**config.mk**
```make
export PLATFORM = sky130hd
export DESIGN_NAME = fsm_req_gen_flat
export DESIGN_NICKNAME = d
export VERILOG_FILES = /design/src/rtl/fsm_req_gen_if.sv /design/src/rtl/fsm_req_gen.sv /design/src/flat_wrapper.sv
export SDC_FILE = /design/constraint.sdc
export NUM_CORES = 1
export LEC_CHECK = 0
export ABC_AREA = 0
export BUFFER_PORTS_ARGS = -buffer_cell sky130_fd_sc_hd__buf_4
export CORE_AREA = 2 2 92 94
export DETAILED_ROUTE_END_ITERATION = 16
export DIE_AREA = 0 0 94 96
export GPL_ROUTABILITY_DRIVEN = 0
export PLACE_DENSITY_LB_ADDON = 0.1
export SLEW_MARGIN = 10
export SYNTH_ARGS = -nofsm -noshare
export SYNTH_HDL_FRONTEND = slang
export SYNTH_SLANG_ARGS = --single-unit
```
**constraint.sdc**
```tcl
create_clock -name clock -period 5 [get_ports clock]
set_clock_uncertainty 0.15 [all_clocks]
set_input_delay 0.5 -clock clock [delete_from_list [all_inputs] [get_ports clock]]
set_output_delay 0.5 -clock clock [all_outputs]
set_load 0.01 [all_outputs]
```
**src/rtl/fsm_req_gen_if.sv**
```systemverilog
// Job-offer and arbiter handshake bundle for the four-channel request generator.
// The master side offers jobs and grants; the slave side (fsm_req_gen) raises requests.
interface fsm_req_gen_if #(
  parameter int LEN_W = 4
);
  logic             job_valid;
  logic [1:0]       job_chan;
  logic [LEN_W-1:0] job_len;
  logic             job_ready;
  logic             gnt_0;
  logic             gnt_1;
  logic             gnt_2;
  logic             gnt_3;
  logic             req_0;
  logic             req_1;
  logic             req_2;
  logic             req_3;
  logic [3:0]       done;
  logic [3:0]       timeout;
  logic             grant_err;

  modport master (
    output job_valid, job_chan, job_len, gnt_0, gnt_1, gnt_2, gnt_3,
    input  job_ready, req_0, req_1, req_2, req_3, done, timeout, grant_err
  );

  modport slave (
    input  job_valid, job_chan, job_len, gnt_0, gnt_1, gnt_2, gnt_3,
    output job_ready, req_0, req_1, req_2, req_3, done, timeout, grant_err
  );
endinterface

```
**src/rtl/fsm_req_gen.sv**
```systemverilog
// Four independent IDLE/REQ/BUSY/GAP request generators feeding a 4-agent arbiter.
// Each channel counts remaining beats and grantless REQ cycles; done/timeout/grant_err are one-cycle pulses.
module fsm_req_gen #(
  parameter int TIMEOUT = 15,
  parameter int LEN_W   = 4
) (
  input logic          clock,
  input logic          reset,
  fsm_req_gen_if.slave bus
);

  typedef enum logic [1:0] {
    ST_IDLE = 2'd0,
    ST_REQ  = 2'd1,
    ST_BUSY = 2'd2,
    ST_GAP  = 2'd3
  } state_e;

  localparam logic [7:0]       WAIT_LAST_C = 8'(TIMEOUT - 1);
  localparam logic [LEN_W-1:0] LEN_ONE_C   = LEN_W'(1);
  localparam logic [LEN_W-1:0] LEN_ZERO_C  = {LEN_W{1'b0}};

  function automatic logic [7:0] sat_inc8(input logic [7:0] val);
    if (val == 8'hFF) begin
      sat_inc8 = val;
    end else begin
      sat_inc8 = val + 8'd1;
    end
  endfunction

  function automatic logic multi_grant(input logic [3:0] g);
    multi_grant = (g[0] & g[1]) | (g[0] & g[2]) | (g[0] & g[3]) |
                  (g[1] & g[2]) | (g[1] & g[3]) | (g[2] & g[3]);
  endfunction

  state_e           state_r [4];
  logic [LEN_W-1:0] rem_r   [4];
  logic [7:0]       wait_r  [4];
  logic [3:0]       req_r;
  logic [3:0]       done_r;
  logic [3:0]       timeout_r;
  logic             grant_err_r;

  logic [3:0]       gnt_s;
  logic             ready_s;
  logic             accept_s;

  assign gnt_s    = {bus.gnt_3, bus.gnt_2, bus.gnt_1, bus.gnt_0};
  assign ready_s  = (state_r[bus.job_chan] == ST_IDLE);
  assign accept_s = bus.job_valid & ready_s;

  assign bus.job_ready = ready_s;
  assign bus.req_0     = req_r[0];
  assign bus.req_1     = req_r[1];
  assign bus.req_2     = req_r[2];
  assign bus.req_3     = req_r[3];
  assign bus.done      = done_r;
  assign bus.timeout   = timeout_r;
  assign bus.grant_err = grant_err_r;

  // Per-channel FSMs; req mirrors the next state so it is high exactly in REQ and BUSY.
  always_ff @(posedge clock or negedge reset) begin
    if (!reset) begin
      for (int i = 0; i < 4; i++) begin
        state_r[i] <= ST_IDLE;
        rem_r[i]   <= LEN_ZERO_C;
        wait_r[i]  <= 8'd0;
      end
      req_r       <= 4'b0000;
      done_r      <= 4'b0000;
      timeout_r   <= 4'b0000;
      grant_err_r <= 1'b0;
    end else begin
      grant_err_r <= multi_grant(gnt_s);
      for (int i = 0; i < 4; i++) begin
        done_r[i]    <= 1'b0;
        timeout_r[i] <= 1'b0;
        case (state_r[i])
          ST_IDLE: begin
            if (accept_s && (bus.job_chan == 2'(i))) begin
              rem_r[i]   <= bus.job_len;
              wait_r[i]  <= 8'd0;
              state_r[i] <= ST_REQ;
              req_r[i]   <= 1'b1;
            end else begin
              req_r[i]   <= 1'b0;
            end
          end
          ST_REQ: begin
            if (gnt_s[i]) begin
              if (rem_r[i] == LEN_ZERO_C) begin
                done_r[i]  <= 1'b1;
                state_r[i] <= ST_GAP;
                req_r[i]   <= 1'b0;
              end else begin
                rem_r[i]   <= rem_r[i] - LEN_ONE_C;
                state_r[i] <= ST_BUSY;
                req_r[i]   <= 1'b1;
              end
            end else begin
              wait_r[i] <= sat_inc8(wait_r[i]);
              if (wait_r[i] >= WAIT_LAST_C) begin
                timeout_r[i] <= 1'b1;
                state_r[i]   <= ST_GAP;
                req_r[i]     <= 1'b0;
              end else begin
                req_r[i]     <= 1'b1;
              end
            end
          end
          ST_BUSY: begin
            if (gnt_s[i]) begin
              if (rem_r[i] == LEN_ZERO_C) begin
                done_r[i]  <= 1'b1;
                state_r[i] <= ST_GAP;
                req_r[i]   <= 1'b0;
              end else begin
                rem_r[i]   <= rem_r[i] - LEN_ONE_C;
                req_r[i]   <= 1'b1;
              end
            end else begin
              // Preempted: re-request with a fresh wait budget, beat count kept.
              wait_r[i]  <= 8'd0;
              state_r[i] <= ST_REQ;
              req_r[i]   <= 1'b1;
            end
          end
          ST_GAP: begin
            state_r[i] <= ST_IDLE;
            req_r[i]   <= 1'b0;
          end
          default: begin
            state_r[i] <= ST_IDLE;
            req_r[i]   <= 1'b0;
          end
        endcase
      end
    end
  end

endmodule
```
**src/flat_wrapper.sv**
```systemverilog
// flat-port wrapper written by rule: the top's interface ports become plain ports
module fsm_req_gen_flat 
#(
  parameter int TIMEOUT = 15,
  parameter int LEN_W   = 4
)
  (clock, reset, bus_job_valid, bus_job_chan, bus_job_len, bus_gnt_0, bus_gnt_1, bus_gnt_2, bus_gnt_3, bus_job_ready, bus_req_0, bus_req_1, bus_req_2, bus_req_3, bus_done, bus_timeout, bus_grant_err);
  fsm_req_gen_if #(.LEN_W(LEN_W)) bus_i ();
  input logic clock;
  input logic reset;
  input wire logic [$bits(bus_i.job_valid)-1:0] bus_job_valid;
  input wire logic [$bits(bus_i.job_chan)-1:0] bus_job_chan;
  input wire logic [$bits(bus_i.job_len)-1:0] bus_job_len;
  input wire logic [$bits(bus_i.gnt_0)-1:0] bus_gnt_0;
  input wire logic [$bits(bus_i.gnt_1)-1:0] bus_gnt_1;
  input wire logic [$bits(bus_i.gnt_2)-1:0] bus_gnt_2;
  input wire logic [$bits(bus_i.gnt_3)-1:0] bus_gnt_3;
  output wire logic [$bits(bus_i.job_ready)-1:0] bus_job_ready;
  output wire logic [$bits(bus_i.req_0)-1:0] bus_req_0;
  output wire logic [$bits(bus_i.req_1)-1:0] bus_req_1;
  output wire logic [$bits(bus_i.req_2)-1:0] bus_req_2;
  output wire logic [$bits(bus_i.req_3)-1:0] bus_req_3;
  output wire logic [$bits(bus_i.done)-1:0] bus_done;
  output wire logic [$bits(bus_i.timeout)-1:0] bus_timeout;
  output wire logic [$bits(bus_i.grant_err)-1:0] bus_grant_err;
  assign bus_i.job_valid = bus_job_valid;
  assign bus_i.job_chan = bus_job_chan;
  assign bus_i.job_len = bus_job_len;
  assign bus_i.gnt_0 = bus_gnt_0;
  assign bus_i.gnt_1 = bus_gnt_1;
  assign bus_i.gnt_2 = bus_gnt_2;
  assign bus_i.gnt_3 = bus_gnt_3;
  assign bus_job_ready = bus_i.job_ready;
  assign bus_req_0 = bus_i.req_0;
  assign bus_req_1 = bus_i.req_1;
  assign bus_req_2 = bus_i.req_2;
  assign bus_req_3 = bus_i.req_3;
  assign bus_done = bus_i.done;
  assign bus_timeout = bus_i.timeout;
  assign bus_grant_err = bus_i.grant_err;
  fsm_req_gen #(.TIMEOUT(TIMEOUT), .LEN_W(LEN_W)) u_core (.clock(clock), .reset(reset), .bus(bus_i));
endmodule
```
==> run metrics, run 1 <==
final hold violations=0; synth-to-layout area growth=9.96%; Worst path max stage delay=780 ps; Worst Hold Class=in -> async; Mapped Nets=558; chip height=96 um; Worst Path Required=5040 ps; Reg-to-Reg Start=u_core.state_r[1]$_DFFE_PN0P_; routed via count=4005; layout cells sized above 1=12.1%; Post-synth EDFFs=0; DRC=0; port bufs=26; Worst Setup End Kind=register; critical path peak fanout=18; initial antenna violation count=0; slowest CP cell=o311ai_1; total grt overflow=0; Worst Max-Slew Pin Slew=880 ps; Vias/cell=6.23; Final Critical Period=3060 ps; postcts setup bufs=0; Place WS=2030 ps; max frequency=0.327 GHz; final setup vio count=0; drt first pass iters=4; crit-path cells=inv_1, ha_1, nand2_1, o311ai_1, or2_0, o221ai_1; vias in the first global route=3762; Worst R2R End=u_core.wait_r[7]$_DFFE_PN0P_; Max VDD drop=0.282 mV; clock slew at reported path FFs=80 ps; max_cap viols=0; FF+latch count, synth=69; kind of critical path=reg -> reg; CTS tree=done; Final HPWL DP=7090 um; Slew Limit Fails=0; final antenna-violating net count=0; post-synth cell types=66; clock buffer depth=2; power per cell area=634 nW/um^2; core footprint=8050 sq um; Avg Inst Size Synth=8.99 sq um; Total GRT Usage=24.2%; TritonCTS Buffers=9; number of synthesis warnings=0; CTS Root Buffer Type=clkbuf_8; unrepaired setup endpoints after global routing=false; CTS Sinks=69; Cell Area, Synth=4650 sq um; Post-synth ARST share=100%; Boundary Pins=27; Setup WS post-layout=1940 ps; DRT Wirelength=10200 um; Buf+Inv Stages, Crit Path=1; Die Width=94 um; clock latency on the worst-skew pair=350 ps; Layout Nets=574; crit path DAT=3100 ps; Seq/Total Area, Yosys=37.1%; initial core utilization=57.7%; Critical Path Source=u_core.state_r[1]$_DFFE_PN0P_; Post-Syn Instances=517; Leak Pwr=2.27 nW; antenna diode count=0; num rows=33; Worst path top cell family by delay=compound AO/OA/AOI/OAI gates; die area=9020 sq um; Slew headroom=41.3%; H-tree levels=3; post-cts gate resize count=0; setup tns final=0 ps; status=finished, final reports clean; reg2reg setup slack=1940 ps; cts-stage hold buffer count=0; reg2reg path depth=6; largest net degree at the start of global routing=70; first-pass GRT wire length=17500 um; 1st-iter DRT viols=220; drt wl/cell=15.9 um; fin crit share=61.1%; Worst setup SP type=register; prevailing post-synth register cell=dfrtp_1
-- stage by stage --
| step | instance area (sq um) | std cells | power, W | util [%] | hold slack, ps |
|---|---|---|---|---|---|
| 4_1_cts | 5110 | 643 | 0.00324 | 63.5 | 156 |
| 3_3_place_gp | 4890 | 627 | 0.00264 | 60.7 | 355 |
| 6_report | 5110 | 643 | 0.00324 | 63.5 | 106 |
| 3_5_place_dp | 4890 | 627 | 0.00270 | 60.7 | 372 |
| 2_1_floorplan | 4650 | 517 | 0.00232 | - | 54.4 |
| 5_1_grt | 5110 | 643 | 0.00355 | 63.5 | 192 |
-- placed cells by master (no fill, tap or decap), drive strengths merged, types with 5 or more instances in the layout --
cell type  count
nor4           7
o311ai        13
a31oi         10
nor2          23
buf           27
nor3          13
nand3         37
or4            5
a21oi         15
ha            28
inv           36
o211ai         8
nand2b        18
clkbuf        12
nor3b          6
dfrtp         69
nand2         37
and2           7
o221ai         8
nand4          5
mux2i          6
nor2b         10
and3           7
o211a          5
o21ai         37
o22ai          7
o31ai         20
nand3b        10
-- cell families (layout without fill, tap and decap cells) --
| family | count (synthesis) | after routing | share of synthesized area (%) |
|---|---|---|---|
| mux | 9 | 9 | 2.10 |
| simple gates | 197 | 197 | 24.0 |
| buf+inv | 58 | 79 | 4.98 |
| flops | 69 | 69 | 37.1 |
| fa+ha+maj | 28 | 28 | 7.54 |
| compound gates | 156 | 156 | 24.3 |
-- flip-flops by register name, indices dropped and copies added, names as in the netlist --
name                  flops
u_core.bus.done           4
u_core.bus.grant_err      1
u_core.bus.timeout        4
u_core.rem_r             16
u_core.req_r              4
u_core.state_r            8
u_core.wait_r            32
-- worst max-delay path by stage --
stage                                         to  slack (ps)  depth (start not counted)
global placement    u_core.wait_r[7]$_DFFE_PN0P_        2180                          6
detailed placement  u_core.wait_r[7]$_DFFE_PN0P_        2030                          6
finish              u_core.wait_r[7]$_DFFE_PN0P_        1940                          6
global route        u_core.wait_r[7]$_DFFE_PN0P_        1610                          6
CTS                 u_core.wait_r[7]$_DFFE_PN0P_        2010                          6
floorplan           u_core.wait_r[9]$_DFFE_PN0P_        2740                          8
-- cells in the mapped netlist (4+ instances only) --
cell | instances | area, sq um
a21oi_1 | 13 | 65.1
a31oi_1 | 10 | 62.6
and2_1 | 6 | 37.5
and3_1 | 7 | 43.8
clkbuf_1 | 16 | 60.1
dfrtp_1 | 69 | 1730
ha_1 | 28 | 350
inv_1 | 36 | 135
mux2i_1 | 6 | 60.1
nand2_1 | 37 | 139
nand2b_1 | 18 | 113
nand3_1 | 37 | 185
nand3b_1 | 10 | 75.1
nand4_1 | 5 | 31.3
nor2_1 | 23 | 86.3
nor2b_1 | 10 | 62.6
nor3_1 | 10 | 50.1
nor3b_1 | 4 | 30.0
nor4_1 | 6 | 37.5
o211a_1 | 5 | 50.1
o211ai_1 | 8 | 60.1
o21ai_0 | 37 | 185
o221ai_1 | 8 | 70.1
o22ai_1 | 7 | 43.8
o311ai_1 | 7 | 61.3
o31ai_1 | 20 | 150
or4_1 | 5 | 37.5
-- report_power, final --
| group | internal, W | switching, W |
|---|---|---|
| registers | 0.000779 | 0.000253 |
| logic | 0.000692 | 0.000990 |
| clock network | 0.000307 | 0.000217 |
| total | 0.00178 | 0.00146 |
-- cell type report --
type                            count  area [sq um]
Clock buffer                       12           155
Timing Repair Buffer               27           203
Fill cell                         700          2940
Tap cell                          105           131
Multi-Input combinational cell    390          2690
Sequential cell                    69          1730
Inverter                           36           135
Clock inverter                      4          70.1
-- metal layers --
metal	up-vias	global-route usage (%)	wire length, um
met5	-	0	0
met3	13	4.62	426
met2	90	39.5	4820
met4	0	6.76	143
li1	1967	-	-
met1	1935	33.0	4820
Note: power is estimated with default switching activity, not from simulation.
==> inputs of run 2 (changes only) <==
--- a/config.mk
+++ b/config.mk
@@ -7,9 +7,9 @@
 export LEC_CHECK = 0
 export ABC_AREA = 0
 export BUFFER_PORTS_ARGS = -buffer_cell sky130_fd_sc_hd__buf_4
-export CORE_AREA = 2 2 92 94
+export CORE_AREA = 2 2 95 97
 export DETAILED_ROUTE_END_ITERATION = 16
-export DIE_AREA = 0 0 94 96
+export DIE_AREA = 0 0 97 99
 export GPL_ROUTABILITY_DRIVEN = 0
 export PLACE_DENSITY_LB_ADDON = 0.1
 export SLEW_MARGIN = 10
==> constraint.sdc (replaced) <==
create_clock -name clock -period 2.5 [get_ports clock]
set_clock_uncertainty 0.15 [all_clocks]
set_input_delay 0.25 -clock clock [delete_from_list [all_inputs] [get_ports clock]]
set_output_delay 0.25 -clock clock [all_outputs]
set_load 0.01 [all_outputs]
==> run 2 against run 1 <==
Global-route usage is 1.4 points lower. Via count is 0.15% higher. Clock-buffer cell count stayed put. Setup slack worse by 1800 ps. Sequential power is 99% higher. Die area is 6.4% higher. Maximum frequency is 32% higher. Combinational power is 110% higher. Clock power is 55% higher. Hold slack worse by 30 ps. Wire length is 0.20% lower. Critical path type unchanged. Critical endpoint is now u_core.wait_r[9]$_DFFE_PN0P_. Highest routed layer unchanged.
==> run metrics, run 2 (synthesis gave the netlist of run 1 again) <==
status=finished, final reports clean; sequential share of power=32.2%; fin crit share=92.3%; Worst Hold Class=in -> reg; clock slew at reported path FFs=70 ps; vias in the first global route=3751; most frequent cells in the layout=69 x dfrtp_1, 42 x buf_4, 37 x o21ai_0, 37 x nand3_1, 37 x nand2_1; num rows=34; core footprint=8550 sq um; CTS Sinks=69; antenna diode count=0; Slew headroom=41.3%; CTS Root Buffer Type=clkbuf_8; port bufs=26; chip height=99 um; clock buffer depth=2; initial antenna violation count=0; most common cell after layout, fill and taps aside=dfrtp_1; clock latency on the worst-skew pair=340 ps; DRC=0; Vias/cell=6.08; final antenna-violating net count=0; DRT Wirelength=10200 um; top flop regs=u_core.wait_r: 32 flops, u_core.rem_r: 16 flops, u_core.state_r: 8 flops; Comb power frac=55.1%; Finished Layout Cells=660; postcts setup bufs=0; setup tns final=0 ps; 1st-iter DRT viols=195; critical path peak fanout=8; max_cap viols=0; crit path DAT=2390 ps; drt wl/cell=15.4 um; synth-to-layout area growth=11.4%; unrepaired setup endpoints after global routing=false; Worst Setup End Kind=register; clock share of power=12.7%; Placed Instances=645; Final Critical Period=2310 ps; sw frac=45.6%; Total GRT Usage=22.8%; hold_ws=76.1 ps; Boundary Pins=27; first-pass GRT wire length=18100 um; layout cells sized above 1=14.1%; Slew Limit Fails=0; total grt overflow=0; initial core utilization=54.4%; Die Width=97 um; kind of critical path=reg -> reg; routed via count=4011; max frequency=0.433 GHz; CTS tree=done; Final HPWL DP=7220 um; Net Switching=0.00291 W; Leak Pwr=2.32 nW; power per cell area=1230 nW/um^2; die area=9600 sq um; largest net degree at the start of global routing=70; final setup vio count=0; Reg with most FFs=u_core.wait_r; final hold violations=0; Worst Path Required=2580 ps; Max VDD drop=0.473 mV; drt first pass iters=5; H-tree levels=3; Worst Max-Slew Pin Slew=881 ps; TritonCTS Buffers=9; Pint=0.00347 W; Layout Nets=590; Worst setup SP type=register; max FFs per register=32; Final Util=60.6%
[run 2: cell types whose count changed in the layout (fill, tap and decap cells not counted), sizes merged]
cell         delta
buf            +15
dlygate4sd3     +1
bufinv          -2
[run 2: final cells by class]
type / count / area [sq um]
Clock buffer: 12 / 155
Sequential cell: 69 / 1730
Inverter: 36 / 135
Multi-Input combinational cell: 390 / 2690
Timing Repair Buffer: 43 / 325
Clock inverter: 2 / 10.0
Fill cell: 711 / 3370
Tap cell: 108 / 135
[run 2: final timing paths]
path / start / to / slack, ps / cells after the start
worst min register to register: u_core.rem_r[0]$_DFFE_PN0P_ / u_core.rem_r[0]$_DFFE_PN0P_ / 370 / 1
worst min-delay path: bus_job_len[0] / u_core.rem_r[0]$_DFFE_PN0P_ / 80 / 3
min in group asynchronous: reset / u_core.wait_r[11]$_DFFE_PN0P_ / 420 / 2
worst max register to register: u_core.state_r[3]$_DFFE_PN0P_ / u_core.wait_r[9]$_DFFE_PN0P_ / 190 / 5
max in group asynchronous: reset / u_core.wait_r[30]$_DFFE_PN0P_ / 1210 / 2
worst max-delay path: u_core.state_r[3]$_DFFE_PN0P_ / u_core.wait_r[9]$_DFFE_PN0P_ / 190 / 5
[run 2: timing repair]
item,in CTS,in global routing
endpoints found under the hold margin,69,0
setup endpoints to repair,0,1
resized for setup,0,1
hold buffers,1,0
[run 2: layer usage]
| metal | global-route usage [%] | routed length, um | vias to the layer above |
|---|---|---|---|
| li1 | - | - | 2000 |
| met3 | 4.33 | 398 | 7 |
| met2 | 35.8 | 4700 | 96 |
| met1 | 32.6 | 5000 | 1908 |
| met5 | 0 | 0 | - |
| met4 | 6.07 | 88 | 0 |
[run 2: per-stage QoR]
step	total power, W	setup WS (ps)	instance area, sq um
2_1_floorplan	0.00464	238	4650
3_3_place_gp	0.00546	257	5000
3_5_place_dp	0.00556	210	5000
4_1_cts	0.00640	191	5180
5_1_grt	0.00702	36.2	5180
6_report	0.00638	192	5180
[run 2: power groups by stage]
stage	logic [W]	registers (W)	clock network, W
4_1_cts	0.00351	0.00205	0.000845
2_1_floorplan	0.00267	0.00197	0
3_5_place_dp	0.00349	0.00207	0
5_1_grt	0.00399	0.00214	0.000893
3_3_place_gp	0.00340	0.00205	0
6_report	0.00351	0.00205	0.000811
[run 2: worst max-delay path, stage by stage, from the launching register on]
cell and delay, ps:
dfrtp_1 480, inv_1 120, ha_1 280, a21boi_2 230, or3_1 580, mux2_4 360
==> inputs of run 3 (changes only) <==
--- a/config.mk
+++ b/config.mk
@@ -6,10 +6,11 @@
 export NUM_CORES = 1
 export LEC_CHECK = 0
 export ABC_AREA = 0
+export ABC_CLOCK_PERIOD_IN_PS = 2400
 export BUFFER_PORTS_ARGS = -buffer_cell sky130_fd_sc_hd__buf_4
-export CORE_AREA = 2 2 95 97
+export CORE_AREA = 2 2 92 94
 export DETAILED_ROUTE_END_ITERATION = 16
-export DIE_AREA = 0 0 97 99
+export DIE_AREA = 0 0 94 96
 export GPL_ROUTABILITY_DRIVEN = 0
 export PLACE_DENSITY_LB_ADDON = 0.1
 export SLEW_MARGIN = 10
==> constraint.sdc (replaced) <==
create_clock -name clock -period 2.4 [get_ports clock]
set_clock_uncertainty 0.15 [all_clocks]
set_input_delay 0.24 -clock clock [delete_from_list [all_inputs] [get_ports clock]]
set_output_delay 0.24 -clock clock [all_outputs]
set_load 0.01 [all_outputs]
==> run 3 against run 2 <==
Register-to-register slack got worse by 90 ps. Maximum frequency grew 0.42%. Critical endpoint unchanged. Critical path depth up 1. Hold slack got worse by 8.9 ps. Wire length rose by 0.49%. Clock-buffer cell count grew 3. Power is 5.3% higher. Flip-flop and latch count is the same.
==> run metrics, run 3 (synthesis gave the netlist of run 1 again) <==
status=finished, final reports clean; Slew Limit Fails=0; routed via count=4080; first-pass GRT wire length=17600 um; Placed Area=5040 sq um; initial core utilization=57.7%; final setup vio count=0; Die Width=94 um; Layout Nets=595; clock slew at reported path FFs=70 ps; drt wl/cell=15.4 um; clock latency on the worst-skew pair=340 ps; Reg with most FFs=u_core.wait_r; postcts setup bufs=0; Worst Path Required=2480 ps; Slew headroom=35.2%; vias in the first global route=3785; final hold violations=0; clock buffer depth=2; drt first pass iters=4; worst hold path depth=3; TritonCTS Buffers=9; core footprint=8050 sq um; DRT Wirelength=10200 um; most frequent cells in the layout=69 x dfrtp_1, 47 x buf_4, 37 x o21ai_0, 37 x nand3_1, 37 x nand2_1; Placed Instances=647; reg2reg path depth=6; final antenna-violating net count=0; Total GRT Usage=24.2%; max_cap viols=0; most common cell after layout, fill and taps aside=dfrtp_1; Final Critical Period=2300 ps; CTS tree=done; largest net degree at the start of global routing=70; num rows=33; antenna diode count=0; post-cts gate resize count=0; Finished Layout Cells=664; kind of critical path=reg -> reg; CTS Root Buffer Type=clkbuf_8; power per cell area=1290 nW/um^2; die area=9020 sq um; Max VDD drop=0.533 mV; Worst Hold Class=in -> reg; Final HPWL DP=7290 um; layout cells sized above 1=14.7%; top flop regs=u_core.wait_r: 32 flops, u_core.rem_r: 16 flops, u_core.state_r: 8 flops; total grt overflow=0; critical path peak fanout=8; setup tns final=0 ps; 1st-iter DRT viols=215; Worst Setup End Kind=register; max frequency=0.435 GHz; chip height=96 um; hold_ws=67.2 ps; CTS Sinks=69; Leak Pwr=2.34 nW; initial antenna violation count=0; Worst Max-Slew Pin Slew=959 ps; DRC=0; Vias/cell=6.14; max FFs per register=32; port bufs=26; Worst setup SP type=register; unrepaired setup endpoints after global routing=false; fin crit share=95.8%; Boundary Pins=27; H-tree levels=3; synth-to-layout area growth=12.2%; crit path DAT=2380 ps; fin area=5220 sq um
run 3: cell types whose count changed in the layout (fill, tap and decap cells not counted), sizes merged:
| cell | before | now |
|---|---|---|
| clkbuf | 12 | 15 |
| buf | 42 | 47 |
| clkinv | 2 | 1 |
run 3: worst max-delay path, cell delays in order, from the launching register on:
cell	delay, ps
dfrtp_1	480
inv_1	120
ha_1	240
o21ai_0	190
nand2b_1	100
or3_1	540
mux2_4	360
run 3: per-stage QoR:
| step | setup WS (ps) | utilization, % | total power [W] |
|---|---|---|---|
| 6_report | 101 | 64.8 | 0.00672 |
| 5_1_grt | 5.76 | 64.8 | 0.00735 |
| 4_1_cts | 146 | 64.8 | 0.00673 |
| 3_5_place_dp | 160 | 62.5 | 0.00583 |
| 3_3_place_gp | 199 | 62.5 | 0.00571 |
| 2_1_floorplan | 138 | - | 0.00483 |
run 3: worst paths after layout:
check / start / end / slack (ps)
worst max-delay path: u_core.state_r[3]$_DFFE_PN0P_ / u_core.wait_r[9]$_DFFE_PN0P_ / 100
worst min-delay path: bus_job_len[0] / u_core.rem_r[0]$_DFFE_PN0P_ / 70
worst max register to register: u_core.state_r[3]$_DFFE_PN0P_ / u_core.wait_r[9]$_DFFE_PN0P_ / 100
worst min register to register: u_core.rem_r[0]$_DFFE_PN0P_ / u_core.rem_r[0]$_DFFE_PN0P_ / 370
max in group asynchronous: reset / u_core.wait_r[28]$_DFFE_PN0P_ / 1140
min in group asynchronous: reset / u_core.wait_r[12]$_DFFE_PN0P_ / 410
run 3: power by group:
part           internal [W]  switching, W
registers           0.00162      0.000531
clock network      0.000433      0.000440
logic               0.00161       0.00208
run 3: repair_timing:
| action | CTS | global route |
|---|---|---|
| setup endpoints to repair | 0 | 0 |
| endpoints found under the hold margin | 69 | 0 |
| hold buffers | 1 | 0 |
run 3: area by class of cell:
class | instances | area [sq um]
flip-flops and latches | 69 | 1730
multi-input cells | 390 | 2690
well taps | 105 | 131
inverters | 36 | 135
repair buffers | 48 | 363
clock inverters | 1 | 5.00
clock buffers | 15 | 166
fillers | 681 | 2830
run 3: layer usage:
metal | GRT usage [%] | vias to the layer above | wire length (um)
li1 | - | 2007 | -
met1 | 33.9 | 1969 | 4940
met3 | 4.70 | 7 | 428
met5 | 0 | - | 0
met2 | 38.6 | 97 | 4790
met4 | 6.64 | 0 | 81
